**src/rtl/pong_responder.sv**
```systemverilog
// Responder side of the ping/pong handshake: answers each accepted ping with a
// one-cycle pong DELAY cycles later, counts rallies and flags done after ROUNDS.
module pong_responder #(
  parameter int unsigned DELAY  = 1,
  parameter int unsigned ROUNDS = 10,
  parameter int unsigned CNT_W  = 8
) (
  input  logic             clk,
  input  logic             rst_n,
  input  logic             ping,
  input  logic             clear,
  output logic             pong,
  output logic             busy,
  output logic [CNT_W-1:0] rounds,
  output logic             done,
  output logic             overrun
);

  localparam int unsigned     DW    = (DELAY > 1) ? $clog2(DELAY) : 1;
  localparam logic [DW-1:0]   DLOAD = DW'(DELAY - 1);
  localparam logic [CNT_W-1:0] RMAX = CNT_W'(ROUNDS);

  typedef enum logic [1:0] {
    S_IDLE,
    S_WAIT,
    S_DONE
  } state_e;

  state_e           state_q, state_d;
  logic [DW-1:0]    cnt_q, cnt_d;
  logic             pong_q, pong_d;
  logic             busy_q, busy_d;
  logic [CNT_W-1:0] rounds_q, rounds_d;
  logic             done_q, done_d;
  logic             overrun_q, overrun_d;
  logic [CNT_W-1:0] rounds_inc;

  assign rounds_inc = rounds_q + CNT_W'(1);

  always_ff @(posedge clk or negedge rst_n) begin
    if (!rst_n) begin
      state_q   <= S_IDLE;
      cnt_q     <= '0;
      pong_q    <= 1'b0;
      busy_q    <= 1'b0;
      rounds_q  <= '0;
      done_q    <= 1'b0;
      overrun_q <= 1'b0;
    end else begin
      state_q   <= state_d;
      cnt_q     <= cnt_d;
      pong_q    <= pong_d;
      busy_q    <= busy_d;
      rounds_q  <= rounds_d;
      done_q    <= done_d;
      overrun_q <= overrun_d;
    end
  end

  always_comb begin
    state_d = state_q;
    if (clear) begin
      state_d = S_IDLE;
    end else begin
      unique case (state_q)
        S_IDLE: if (ping) state_d = S_WAIT;
        S_WAIT: if (cnt_q == '0) state_d = (rounds_inc == RMAX) ? S_DONE : S_IDLE;
        S_DONE: state_d = S_DONE;
        default: state_d = S_IDLE;
      endcase
    end
  end

  // Registered-output next values; clear wins over any ping on the same edge.
  always_comb begin
    cnt_d     = cnt_q;
    pong_d    = 1'b0;
    busy_d    = busy_q;
    rounds_d  = rounds_q;
    done_d    = done_q;
    overrun_d = overrun_q;
    if (clear) begin
      cnt_d     = '0;
      busy_d    = 1'b0;
      rounds_d  = '0;
      done_d    = 1'b0;
      overrun_d = 1'b0;
    end else begin
      unique case (state_q)
        S_IDLE: begin
          if (ping) begin
            cnt_d  = DLOAD;
            busy_d = 1'b1;
          end
        end
        S_WAIT: begin
          if (ping) overrun_d = 1'b1;
          if (cnt_q == '0) begin
            pong_d   = 1'b1;
            busy_d   = 1'b0;
            rounds_d = rounds_inc;
            done_d   = (rounds_inc == RMAX);
          end else begin
            cnt_d = cnt_q - DW'(1);
          end
        end
        default: ;
      endcase
    end
  end

  assign pong    = pong_q;
  assign busy    = busy_q;
  assign rounds  = rounds_q;
  assign done    = done_q;
  assign overrun = overrun_q;

endmodule
```
**config.mk**
```make
export PLATFORM = sky130hd
export DESIGN_NAME = pong_responder
export DESIGN_NICKNAME = d
export VERILOG_FILES = /design/src/rtl/pong_responder.sv
export SDC_FILE = /design/constraint.sdc
export NUM_CORES = 1
export LEC_CHECK = 0
export CORE_AREA = 5 5 42 44
export DETAILED_ROUTE_END_ITERATION = 8
export DIE_AREA = 0 0 47 49
export DONT_BUFFER_PORTS = 1
export GPL_TIMING_DRIVEN = 0
export PLACE_DENSITY_LB_ADDON = 0.3
export SYNTH_ARGS = -nofsm -noshare
export SYNTH_HDL_FRONTEND = slang
export SYNTH_SLANG_ARGS = --single-unit
```
**constraint.sdc**
```tcl
create_clock -name clk -period 1.8 [get_ports clk]
set_input_delay 0.27 -clock clk [delete_from_list [all_inputs] [get_ports clk]]
set_output_delay 0.27 -clock clk [all_outputs]
set_load 0.01 [all_outputs]
```
; ---- Word-level counts from Yosys, hierarchy flattened
; Cells that the tools add are included.
; W data, S select, Z words.
[word_totals]
rom_bits = 0
latchBits = 0
reg_bits = 15
wordCells = 48
inputBits = 4
ram_bits = 0
mem_count = 0
output_inout_bits = 12
[op_classes]
n_addsub = 2
n_shift = 0
muxes = 24
div = 0
multipliers = 0
bitwise = 0
eq_ne = 6
reduce_logical = 9
order_cmp = 0
[ops]
columns = cell, n
row1 = $mux W8, 3
row2 = $mux W1, 14
row3 = $add A8 B1 Y8 const B, 1
row4 = $eq A8 B4 Y1 const B, 1
row5 = $mux W2, 4
row6 = $reduce_and A2 Y1, 4
row7 = $ne A3 B3 Y1 const B, 2
row8 = $pmux W2 S3, 1
row9 = $pmux W1 S2, 2
row10 = $reduce_bool A2 Y1, 2
row11 = $reduce_and A3 Y1, 1
row12 = $reduce_bool A3 Y1, 1
row13 = $eq A2 B1 Y1 const B, 1
row14 = $eq A2 B2 Y1 const B, 1
row15 = $logic_not A2 Y1, 1
row16 = $ne A2 B2 Y1 const B, 1
row17 = $sub A1 B1 Y1 const B, 1

; ---- Depth between registers and ports, before layout
; Gate-level depths: netlist of the first run.
[depth]
ltp_word = 6
mapped_depth = 5
depth_no_buf = 5

; ---- Least setup slack after synthesis of the first run
; Ideal clock, no wire load.
[synth_path]
kind = reg2reg
startpoint = register rounds_q[0], in the netlist rounds[0]
endpoint = register rounds_q[6], in the netlist rounds[6]
arrival_time_ps = 1220
required_time_ps = 1679
period_less_slack_ps = 1341
stages_incl_launch_ff = 6
n_path_buf = 0
slack_ps = 459
setup_ps = 121
path_cell_list = dfrtp_1 ha_1 nand3b_1 nor3_1 xnor2_1 nor2_1
[synth_via]
elab_chain_len = 4
[synth_lines]
columns = item, line
row1 = "start, declared", 33  ; logic [CNT_W-1:0] rounds_q, rounds_d;
row2 = "start signal, assigned", 54  ; rounds_q <= rounds_d;
row3 = $add A8 B1 Y8, 38  ; assign rounds_inc = rounds_q + CNT_W'(1);
row4 = $mux W8, 98  ; if (cnt_q == '0) begin
row5 = $mux W8, 89  ; unique case (state_q)
row6 = $mux W8, 82  ; if (clear) begin
; Every way passes these cells. The select of a mux whose other input is x is not followed.
; A chain may end at the register's enable or synchronous reset.

; ---- Worst setup path after layout of the first run
; Same ends and word-level chain as after synthesis.

==> metrics.csv, run 1 <==
stage,metric,value,unit
yosys,synth_fa_ha_area_frac,0.0360,
floorplan,fp.dieH,49,um
critical_path,crit_required,1.97,ns
final_layout,drive_gt1_frac,0.122,
clock_tree,h-tree-depth,1,
yosys,yosys.area_share.simple,0.273,
route,routed_wl,1430,um
clock_tree,cts_buffers,3,
timing,min_period,1.54,ns
final_layout,seqCellArea,350,um^2
critical_path,crit-reg2reg-launch,rounds[0],
critical_path,max_stage_delay,0.50,ns
critical_path,worstPathCellList,ha_1 > nand3b_1 > nor3_1 > xnor2_1 > nor2_1,
final_layout,fillCellCount,138,
final_layout,area_growth,9.53,%
power_and_ir_drop,powerDensity,788,nW/um^2
clock_tree,path_clk_slew,0.08,ns
grt,grt_max_degree,15,
critical_path,critPathTopFamily,simple AND/OR/NAND/NOR gates,
critical_path,crit_path_top_delay_cell,dfrtp_1,
yosys,synth_cell_type_count,26,
placement,place_hpwl,944,um
floorplan,num_rows,14,
timing,setup_tns,0,ns
power_and_ir_drop,p_leak,0.327,nW
run,drv_cap,0,
yosys,syn-cell-area,696,um^2
grt,grtUsageMet1,0.178,
timing,setup_viol,0,
timing,rsz0062_at_grt,no,
final_layout,final_cell_count_no_fill,90,
final_layout,fin_nets,81,
yosys,synthMuxAreaShare,0,
final_layout,multi_input_area,329,um^2
critical_path,crit_fanout,6,
worst_hold_path,hold_start,clear,
grt,grt_busiest_layer,met2,
placement,place_inst,85,
final_layout,fin_util,0.544,
yosys,synth_top_family_by_area,simple AND/OR/NAND/NOR gates,
critical_path,worst-path-buf-inv,0,
clock_tree,clkLatencyLatePin,0.28,ns
placement,post-place-ws,0.290,ns
critical_path,critPathArrivalTime,1.71,ns
final_layout,mostFrequentLayoutCells,"14 x dfrtp_1, 10 x nor2_1, 6 x nand2_1, 5 x xnor2_1, 4 x a21oi_1",
floorplan,coreArea,1400,um^2
clock_tree,clockRootBuffer,clkbuf_4,
critical_path,path_class,reg -> reg,
clock_tree,ctsHoldBuffers,1,
grt,grt_pass1_vias,481,
clock_tree,cts_resized,0,
route,vias_per_cell,5.52,
yosys,ys_seq_elements,14,
placement,placed_cell_area,716,um^2
power_and_ir_drop,vdd_drop_max,0.000513,V
critical_path,endpoint_kind,flip-flop,
route,via_count,497,
timing,fin_ws,0.257,ns
timing,period_share,0.857,
grt,grt_pass1_wl,2270,um
yosys,synth.net_count,75,
power_and_ir_drop,p_total,600,uW
floorplan,die_area,2300,um^2
yosys,ys_seq_area_frac,0.504,
timing,whs,0.0675,ns
final_layout,diodes,0,
clock_tree,clockBufferDepth,2,
floorplan,initial_utilization,0.496,
worst_hold_path,hold_path.class,in -> reg,
grt,grtUsageMet2,0.186,
route,route.detailed.drc,0,
route,drt_iter0_markers,2,
clock_tree,cts_tree,yes,
grt,antenna_found_initial,0,
grt,grt-ovfl-total,0,
route,ant_nets,0,
route,dr.pass1.iters,2,
grt,met3_usage,0.0701,
final_layout,layout_commonest_cell,dfrtp_1,
timing,final_max_slew_viol_count,0,
critical_path,startpoint_type,flip-flop,
yosys,netlist_instances,69,
clock_tree,postCtsSetupBuffers,0,
timing,fmax,648,MHz
placement,gp_congestion,0.750,
clock_tree,clock_sinks,14,
timing,slew_headroom,0.579,
timing,worst_pin_slew,0.629,ns
critical_path,setup.worst_path.start,rounds[0],
floorplan,fp.dieW,47,um
grt,grt.total_usage,0.143,
yosys,avgSynthCellArea,10.1,um^2
yosys,synth_compound_area_frac,0.0755,
floorplan,io-pin-count,16,
timing,finClkSkew,0.00241,ns
final_layout,finalInstanceArea,762,um^2
yosys,synth_xor_area_frac,0.0881,
yosys,ys.warnings.count,0,
placement,io_buffers,0,
run_status,status,completed,
timing,hold_viol,0,
route,wl_per_cell,15.9,um
[layer usage]
metal	part of all wire	wire, um	up-vias
met4	0.022	31	0
met1	0.44	623	230
met2	0.45	642	16
li1	-	-	247
met5	0	0	-
met3	0.092	132	4
[path summary, 6_finish.rpt]
| kind | slack (ns) | cells past startpoint | to |
|---|---|---|---|
| worst max-delay path | 0.26 | 5 | rounds[6] |
| worst min-delay path | 0.07 | 1 | pong |
| worst max register to register | 0.26 | 5 | rounds[6] |
| worst min register to register | 0.54 | 2 | state_q[1] |
| max in group asynchronous | 0.96 | 1 | pong |
| min in group asynchronous | 0.44 | 1 | rounds[5] |
[cell usage after synthesis]
| cell type | n | area [um^2] |
|---|---|---|
| a211oi_1 | 1 | 7.51 |
| a21oi_1 | 4 | 20.0 |
| and2b_1 | 1 | 7.51 |
| and3_1 | 1 | 6.26 |
| buf_2 | 1 | 5.00 |
| dfrtp_1 | 14 | 350 |
| ha_1 | 2 | 25.0 |
| inv_1 | 3 | 11.3 |
| nand2_1 | 6 | 22.5 |
| nand2_2 | 1 | 6.26 |
| nand2b_4 | 1 | 13.8 |
| nand3_1 | 2 | 10.0 |
| nand3b_1 | 1 | 7.51 |
| nand4_1 | 1 | 6.26 |
| nand4bb_1 | 1 | 11.3 |
| nor2_1 | 10 | 37.5 |
| nor3_1 | 2 | 10.0 |
| nor3b_1 | 1 | 7.51 |
| nor4_1 | 1 | 6.26 |
| nor4_2 | 2 | 25.0 |
| o2111ai_1 | 1 | 8.76 |
| o21ai_0 | 2 | 10.0 |
| o22ai_1 | 1 | 6.26 |
| or3_1 | 2 | 12.5 |
| xnor2_1 | 5 | 43.8 |
| xor2_1 | 2 | 17.5 |
[flip-flops by register name, indices dropped and copies added (netlist names)]
register  flops
rounds        8
state_q       2
busy          1
done          1
overrun       1
pong          1
[final cells by class]
cell class | instances | area share
Multi-Input combinational cell | 51 | 0.432
Buffer | 1 | 0.00657
Timing Repair Buffer | 1 | 0.0131
Sequential cell | 14 | 0.460
Tap cell | 16 | 0.0263
Inverter | 3 | 0.0148
Clock buffer | 4 | 0.0476
[report_power, final]
group          internal [mW]  switching, mW  total [mW]
Combinational         0.0140         0.0224      0.0363
Sequential             0.322         0.0138       0.336
Clock                  0.123          0.104       0.228
[cells by family after synthesis]
family,count (synthesis)
compound gates,9
xor+xnor,7
fa+ha+maj,2
buf+inv,4
flops,14
simple gates,33
No activity file was read; power rests on OpenSTA's default activity.
==> inputs of run 2 (changes only) <==
==> constraint.sdc (replaced) <==
create_clock -name clk -period 1.82 [get_ports clk]
set_input_delay 0.273 -clock clk [delete_from_list [all_inputs] [get_ports clk]]
set_output_delay 0.273 -clock clk [all_outputs]
set_load 0.01 [all_outputs]
==> results of run 2 <==
The final DEF is identical to that of run 1. Status: completed.
Among the figures that moved: setup slack after placement 0.290 ns -> 0.310 ns; setup slack after layout 0.257 ns -> 0.277 ns; hold slack 0.0675 ns -> 0.0705 ns; register-to-register setup slack 0.26 ns -> 0.28 ns; total power 0.600 mW -> 0.594 mW; worst IR drop on VDD 0.000513 V -> 0.000507 V
